--- src/rtl/rgb_fade_pkg.sv ---
// rgb_fade_pkg: shared state encoding, default sizes and colour field positions
package rgb_fade_pkg;
    typedef enum logic [1:0] {IDLE, FADE, HOLD} state_t;
    localparam int PWM_W_DEF    = 8;
    localparam int STEP_DIV_DEF = 1024;
    // Field positions in cmd_color in units of PWM_W; also the channel array index
    localparam int RED_LSB   = 2;
    localparam int GREEN_LSB = 1;
    localparam int BLUE_LSB  = 0;
endpackage

--- src/rtl/rgb_fade_sequencer_pwm_compare.sv ---
// pwm_compare: one PWM channel; duty is latched only at the counter wrap
module pwm_compare #(
    parameter int PWM_W = 8
) (
    input  logic             hw_clk,
    input  logic             rst_n,
    input  logic [PWM_W-1:0] i_pcnt,
    input  logic [PWM_W-1:0] i_duty,
    output logic             o_pwm
);
    logic [PWM_W-1:0] r_cmp;
    logic             r_pwm;
    logic             w_wrap;

    assign w_wrap = &i_pcnt;
    assign o_pwm  = r_pwm;

    always_ff @(posedge hw_clk or negedge rst_n) begin
        if (!rst_n) begin
            r_cmp <= '0;
            r_pwm <= 1'b0;
        end else begin
            if (w_wrap) r_cmp <= i_duty;
            r_pwm <= i_pcnt < r_cmp;
        end
    end
endmodule

--- src/rtl/rgb_fade_sequencer.sv ---
// rgb_fade_sequencer: fades three PWM duties toward commanded targets one LSB per
// step tick, holds for a commanded number of ticks, then accepts the next command.
module rgb_fade_sequencer
    import rgb_fade_pkg::*;
#(
    parameter int PWM_W    = PWM_W_DEF,
    parameter int STEP_DIV = STEP_DIV_DEF
) (
    input  logic               hw_clk,
    input  logic               rst_n,
    input  logic               cmd_valid,
    output logic               cmd_ready,
    input  logic [3*PWM_W-1:0] cmd_color,
    input  logic [15:0]        cmd_hold,
    output logic               pwm_red,
    output logic               pwm_green,
    output logic               pwm_blue,
    output logic               busy
);
    localparam int PRE_W = $clog2(STEP_DIV);
    localparam logic [PRE_W-1:0] PRE_MAX = PRE_W'(STEP_DIV - 1);

    state_t           r_state, w_next;
    logic [PWM_W-1:0] r_pcnt;
    logic [PRE_W-1:0] r_pre;
    logic [PWM_W-1:0] r_cur [3];
    logic [PWM_W-1:0] r_tgt [3];
    logic [15:0]      r_hold;
    logic             w_accept, w_tick, w_done;
    logic [2:0]       w_pwm;

    assign cmd_ready = r_state == IDLE;
    assign busy      = r_state != IDLE;
    assign w_accept  = cmd_valid & cmd_ready;
    assign w_tick    = r_pre == PRE_MAX;
    assign w_done    = (r_cur[0] == r_tgt[0]) && (r_cur[1] == r_tgt[1]) && (r_cur[2] == r_tgt[2]);

    always_comb begin
        w_next = r_state;
        case (r_state)
            IDLE:    w_next = w_accept ? FADE : IDLE;
            FADE:    w_next = w_done ? HOLD : FADE;
            HOLD:    w_next = (r_hold == '0) ? IDLE : HOLD;
            default: w_next = IDLE;
        endcase
    end

    always_ff @(posedge hw_clk or negedge rst_n) begin
        if (!rst_n) r_state <= IDLE;
        else        r_state <= w_next;
    end

    always_ff @(posedge hw_clk or negedge rst_n) begin
        if (!rst_n) begin
            r_pcnt <= '0;
            r_pre  <= '0;
            r_hold <= '0;
            for (int i = 0; i < 3; i++) begin
                r_cur[i] <= '0;
                r_tgt[i] <= '0;
            end
        end else begin
            r_pcnt <= r_pcnt + 1'b1;
            r_pre  <= (w_accept || w_tick) ? '0 : r_pre + 1'b1;
            if (w_accept) begin
                r_hold <= cmd_hold;
                for (int i = 0; i < 3; i++) r_tgt[i] <= cmd_color[i*PWM_W +: PWM_W];
            end
            // Each channel moves independently, so cur never passes its target
            if (r_state == FADE && w_tick)
                for (int i = 0; i < 3; i++)
                    r_cur[i] <= (r_cur[i] < r_tgt[i]) ? r_cur[i] + 1'b1 :
                                (r_cur[i] > r_tgt[i]) ? r_cur[i] - 1'b1 : r_cur[i];
            if (r_state == HOLD && w_tick && r_hold != '0) r_hold <= r_hold - 16'd1;
        end
    end

    for (genvar g = 0; g < 3; g++) begin : g_ch
        pwm_compare #(.PWM_W(PWM_W)) u_pwm (
            .hw_clk (hw_clk),
            .rst_n  (rst_n),
            .i_pcnt (r_pcnt),
            .i_duty (r_cur[g]),
            .o_pwm  (w_pwm[g])
        );
    end

    assign pwm_red   = w_pwm[RED_LSB];
    assign pwm_green = w_pwm[GREEN_LSB];
    assign pwm_blue  = w_pwm[BLUE_LSB];
endmodule
--- config.mk ---
export PLATFORM = sky130hd
export DESIGN_NAME = rgb_fade_sequencer
export DESIGN_NICKNAME = d
export VERILOG_FILES = /design/src/rtl/rgb_fade_pkg.sv /design/src/rtl/rgb_fade_sequencer_pwm_compare.sv /design/src/rtl/rgb_fade_sequencer.sv
export SDC_FILE = /design/constraint.sdc
export NUM_CORES = 1
export LEC_CHECK = 0
export CAP_MARGIN = 30
export CORE_UTILIZATION = 44
export DETAILED_ROUTE_END_ITERATION = 10
export HOLD_SLACK_MARGIN = 0.15
export SYNTH_ARGS = -nofsm -noshare
export SYNTH_HDL_FRONTEND = slang
export SYNTH_SLANG_ARGS = --single-unit
--- constraint.sdc ---
create_clock -name hw_clk -period 5.65 [get_ports hw_clk]
set_input_delay 1.13 -clock hw_clk [delete_from_list [all_inputs] [get_ports hw_clk]]
set_output_delay 1.13 -clock hw_clk [all_outputs]
set_load 0.05 [all_outputs]
======== Word-level counts from Yosys, hierarchy flattened ========
Cells that the tools add are included.
W data, S select, Z words.
word-level totals
  bits of input ports ..................... 43
  latch bits .............................. 0
  ROM bits ................................ 0
  memories kept ........................... 0
  RAM bits ................................ 0
  register bits ........................... 111
cells by class
  mux-type cells .......................... 13
  bitwise logic cells ..................... 1
  divide/modulo/power cells ............... 0
  reductions and logical operators ........ 18
  add/sub/neg operators ................... 9
  multiply operators ...................... 0
  equal/unequal tests ..................... 6
  shifts and indexed selects .............. 0
  order comparisons ....................... 9
operators with widths
  operator                 count
  $lt A8 B8 Y1             6
  $mux W8                  6
  $add A8 B1 Y8 const B    4
  $mux W16                 2
  $eq A8 B8 Y1             3
  $gt A8 B8 Y1             3
  $sub A8 B1 Y8 const B    3
  $logic_not A16 Y1        1
  $reduce_bool A16 Y1      1
  $sub A16 B1 Y16 const B  1
  $add A10 B1 Y10 const B  1
  $eq A10 B10 Y1 const B   1
  $mux W10                 1
  $reduce_bool A2 Y1       5
  $reduce_and A8 Y1        1
  $pmux W2 S3              1
  $reduce_and A2 Y1        3
  $logic_and A1 B1 Y1      5
  $mux W2                  2
  $eq A2 B1 Y1 const B     1
  $eq A2 B2 Y1 const B     1
  $logic_not A2 Y1         1
  $and A1 B1 Y1            1
  $logic_or A1 B1 Y1       1
  $mux W1                  1

======== Logic depth before layout (Yosys ltp) ========
  word-level depth ........................ 5
  mapped depth ............................ 14

======== By module ========
A second synthesis with hierarchy kept.
second synthesis, totals
  cell total of the unflattened synthesis .. 638
  area total of the unflattened synthesis .. 6452.4 um2
modules (own cells, without submodules)
  module              cells each  times used  area each (um2)
  rgb_fade_sequencer  503         1           4921.0
  pwm_compare         45          3           510.5

======== Worst setup path after synthesis ========
No wires, ideal clock.
  path kind ............................... reg-to-reg
  start ................................... register r_cur[10] in the netlist's numbering
  end ..................................... register r_cur[15] in the netlist's numbering
  required time ........................... 5.571 ns
  period minus slack after synthesis ...... 3.016 ns
  path buffers ............................ 0
  data arrival time ....................... 2.936 ns
  setup slack ............................. 2.634 ns
  library setup time ...................... 0.079 ns
  cell stages (with the launch flop) ...... 13
  cell sequence ........................... dfrtp_1 > ha_1 > o21ai_1 > a21oi_1 > o31ai_1 > nand2_1 > ha_1 > a21oi_1 > o211ai_1 > o41ai_1 > a21bo_2 > a221oi_1 > xor2_1
between the ends
  longest elaborated chain between the ends .. 3
  elaborated cells on any way between the ends .. 8
  classes of those cells .................. add/sub (2); order compare (2); mux (2); reduce/logical (2)
RTL lines
  what                                           line                      RTL
  start, declared                                rgb_fade_sequencer.sv:26  logic [PWM_W-1:0] r_cur [3];
  start signal, assigned by index                rgb_fade_sequencer.sv:72  r_cur[i] <= (r_cur[i] < r_tgt[i]) ? r_cur[i] + 1'b1 :
  $sub A8 B1 Y8 (tied with other cells)          rgb_fade_sequencer.sv:73  (r_cur[i] > r_tgt[i]) ? r_cur[i] - 1'b1 : r_cur[i];
  $mux W8 or $reduce_bool A2 Y1 (tied branches)  --
  $mux W8 or $reduce_and A2 Y1 (tied branches)   --
Parallel ways exist; a longest one is shown, timed or not. The select of a mux whose other input is x is not followed.
A chain may end at the register's enable or synchronous reset.

======== Worst setup path after layout ========
  start ................................... register r_cur[3] in the netlist's numbering
  end ..................................... register r_cur[6] in the netlist's numbering
The elaborated chain is that of the path after synthesis.

==> impl_metrics.py <==
metrics = {
    "critical_path": {
        "cp_max_fo": 7,
        "start_kind": "flop",
        "regToRegSetupSlack_ns": 2.14,
        "worstSetupPathType": "reg -> reg",
        "arrival_ns": 3.74,
        "cp.required_ns": 5.88,
        "critPathTopFamily": "compound AO/OA/AOI/OAI gates",
        "critPathBufInv": 1,
        "max_stage_delay_ns": 0.47,
        "slowest_stage": "fa_1",
        "critPathMostFrequentCell": "a21oi_1",
        "cp_cell_sequence": "ha_1 > a21oi_1 > a31oi_1 > a211oi_1 > inv_1 > fa_1 > a21o_1 > a21oi_1 > o21bai_1 > a21oi_1 > xnor2_1 > mux2_1",
        "end_kind": "flop",
    },
    "logic_synthesis": {
        "syn_nets": 772,
        "muxShareOfSynthArea_pct": 3.16,
        "syn_inst": 659,
        "synth_xor_xnor_area_share_pct": 4.78,
        "synthAdderAreaFrac_pct": 14.0,
        "synthTopCellsByArea": "dfrtp_1, ha_1, nand2_1",
        "synth_flop_cell": "dfrtp_1",
        "yosys_warnings": 0,
        "async_flop_share_pct": 100,
        "synth_edf_count": 0,
        "synth-simple-area-share_pct": 15.5,
        "synth_top_area_cell": "dfrtp_1",
        "synth_top_family_by_area": "simple AND/OR/NAND/NOR gates",
        "syn-mean-instance-area_um2": 9.74,
        "synth-seq-cells": 111,
        "netlist_area_um2": 6420,
        "synth_compound_area_share_pct": 14.3,
        "netlist.area_leader.share_pct": 43.3,
        "yosysSeqAreaShare_pct": 43.3,
        "synth_cell_type_count": 64,
    },
    "power": {
        "ir_drop_uv": 148,
        "leakagePower_nw": 3.52,
        "internal_power_mw": 1.11,
        "clockPowerShare_pct": 40.4,
        "seqPwrFrac_pct": 56.4,
        "switching_share_pct": 20.9,
        "report.power.total_mw": 1.41,
        "power_frac_comb_pct": 3.2,
        "p_sw_mw": 0.295,
        "power_per_cell_area_nw_per_um2": 193,
    },
    "grt": {
        "antenna_found_initial": 0,
        "grt_overflow": 0,
        "globalRouteMet1Util_pct": 23.4,
        "grt_pass1_wl_um": 22300,
        "grtUsageMet2_pct": 32.9,
        "grt_use_met3_pct": 4.79,
        "grtUsageTotal_pct": 19.1,
        "grt_max_degree": 60,
        "busiest_layer": "met2",
        "grt_pass1_vias": 4908,
    },
    "timing": {
        "slew_headroom_pct": 45.5,
        "setup_tns_ns": 0,
        "worst_pin_slew_ns": 0.812,
        "fmax_ghz": 0.285,
        "final.setup.worst_slack_ns": 2.14,
        "maxSlewViolCount": 0,
        "fin_crit_ns": 3.51,
        "finClkSkew_ns": 0.00543,
        "hold_viol_final": 0,
        "setup_viol": 0,
        "rsz0062_at_grt": "false",
        "period_share_pct": 62.1,
    },
    "cells_and_area": {
        "stdcell_count": 887,
        "layout_common_cells": "dfrtp_1, nand2_1, ha_1, inv_1, o21ai_0",
        "final_area_um2": 7310,
        "layout.nets": 817,
        "nFillCells": 1287,
        "final_common_cell": "dfrtp_1",
        "antenna_cells": 0,
        "area_delta_synth_final_pct": 13.9,
        "layout-drive-gt1-share_pct": 6.65,
    },
    "min_path": {
        "min_path_type": "reg -> reg",
    },
    "placed_design": {
        "placed_cells": 873,
        "place_congestion": 0.791,
        "dp_hpwl_um": 9510,
        "pre_cts_ws_ns": 2.22,
        "numPortBuffers": 47,
        "place_area_um2": 7060,
    },
    "route": {
        "viasPerCell": 5.38,
        "drc": 0,
        "wire_per_inst_um": 14.7,
        "drt_iter0_drc": 184,
        "firstDrtPassIters": 4,
        "routed_wl_um": 13000,
        "vias": 4774,
        "ant_nets": 0,
    },
    "clock_network": {
        "path_clk_slew_ns": 0.07,
        "post_cts_buffers": 0,
        "cts_buffers": 9,
        "cts_root_buf": "clkbuf_16",
        "cts_tree": "built",
        "ctsResizeCount": 0,
        "cts.path.max_buffers": 2,
        "cts_hold_buf": 0,
        "htree_levels": 3,
        "clock_latency_ns": 0.35,
        "cts_sinks": 111,
    },
    "die": {
        "start_util_pct": 45.7,
        "rows": 43,
        "core_area_um2": 14000,
        "die_h_um": 123,
        "die_w_um": 123,
        "dieArea_um2": 15100,
        "io-pin-count": 48,
    },
    "run": {
        "maxCapViolations": 0,
    },
    "status": {
        "outcome": "finished, final reports clean",
    },
}
[layout make-up]
class                   count  area (µm²)  area share (%)
well taps                 180         225            3.08
flip-flops and latches    111        2780            38.0
clock buffers              12         236            3.24
clock inverters             2        10.0           0.137
inverters                  60         225            3.08
repair buffers             50         510            6.98
multi-input cells         472        3320            45.5
[cell families after synthesis]
| family | after synthesis |
|---|---|
| multiplexers | 18 |
| flip-flops | 111 |
| XOR/XNOR | 35 |
| buffers and inverters | 76 |
| adder cells (fa/ha/maj) | 70 |
| AND/OR/NAND/NOR | 200 |
| AO/OA/AOI/OAI | 149 |
[worst register-to-register path, delay by kind of cell (launching register included)]
kind	cells	cell delay, ns
adder cells (fa/ha/maj)	2	0.82
XOR/XNOR	1	0.08
flip-flops	1	0.44
AO/OA/AOI/OAI	7	1.51
buffers and inverters	1	0.27
multiplexers	1	0.28
[registers in the layout, indices dropped and copies added (netlist names)]
register and count:
r_hold 16, r_tgt 24, r_state 2, g_ch.u_pwm.r_cmp 24
g_ch.u_pwm.o_pwm 3, r_cur 24, r_pcnt 8, r_pre 10
[through the flow]
step                util (%)  hold WS [ns]
finish                  52.1         0.484
global route            52.1         0.516
CTS                     52.1         0.485
detailed placement      50.3         0.476
global placement        50.1         0.472
floorplan                  -         0.448
[metal layers]
metal	wire length [µm]	vias up
li1	-	2392
met1	5980	2284
met2	6360	78
met3	467	20
met4	210	0
met5	0	-
[path summary, 6_finish.rpt]
kind / from / end / depth (start not counted)
worst max register to register: r_cur[3]$_DFFE_PN0P_ / r_cur[6]$_DFFE_PN0P_ / 12
worst min register to register: r_pre[0]$_DFF_PN0_ / r_pre[0]$_DFF_PN0_ / 1
worst max-delay path: r_cur[3]$_DFFE_PN0P_ / r_cur[6]$_DFFE_PN0P_ / 12
min in group asynchronous: rst_n / r_pre[7]$_DFF_PN0_ / 1
max in group asynchronous: rst_n / r_pre[0]$_DFF_PN0_ / 2
worst min-delay path: r_pre[0]$_DFF_PN0_ / r_pre[0]$_DFF_PN0_ / 1
[Yosys cell counts (3+ instances only)]
master / n
nor4_1: 3
nand4_1: 6
xnor2_1: 20
mux2_1: 6
o21ai_1: 10
nand2_1: 82
and3_1: 7
ha_1: 67
a211oi_1: 4
nand3_1: 28
nor3_1: 6
xor2_1: 15
nor2_1: 34
o21ai_0: 49
mux2_2: 12
clkbuf_1: 11
a21o_1: 16
dfrtp_1: 111
and4_1: 3
fa_1: 3
nand2b_1: 5
a21oi_1: 30
o211ai_1: 7
a31oi_1: 5
o21bai_1: 6
o22ai_1: 3
inv_1: 60
[power groups by stage]
| stage | Clock, mW | Sequential [mW] | Combinational [mW] |
|---|---|---|---|
| 3_5_place_dp | 0 | 0.809 | 0.0468 |
| 6_report | 0.569 | 0.794 | 0.0451 |
| 5_1_grt | 0.620 | 0.794 | 0.0505 |
| 4_1_cts | 0.590 | 0.794 | 0.0470 |
| 3_3_place_gp | 0 | 0.809 | 0.0464 |
| 2_1_floorplan | 0 | 0.810 | 0.000290 |
Note: power is estimated with default switching activity, not from simulation.
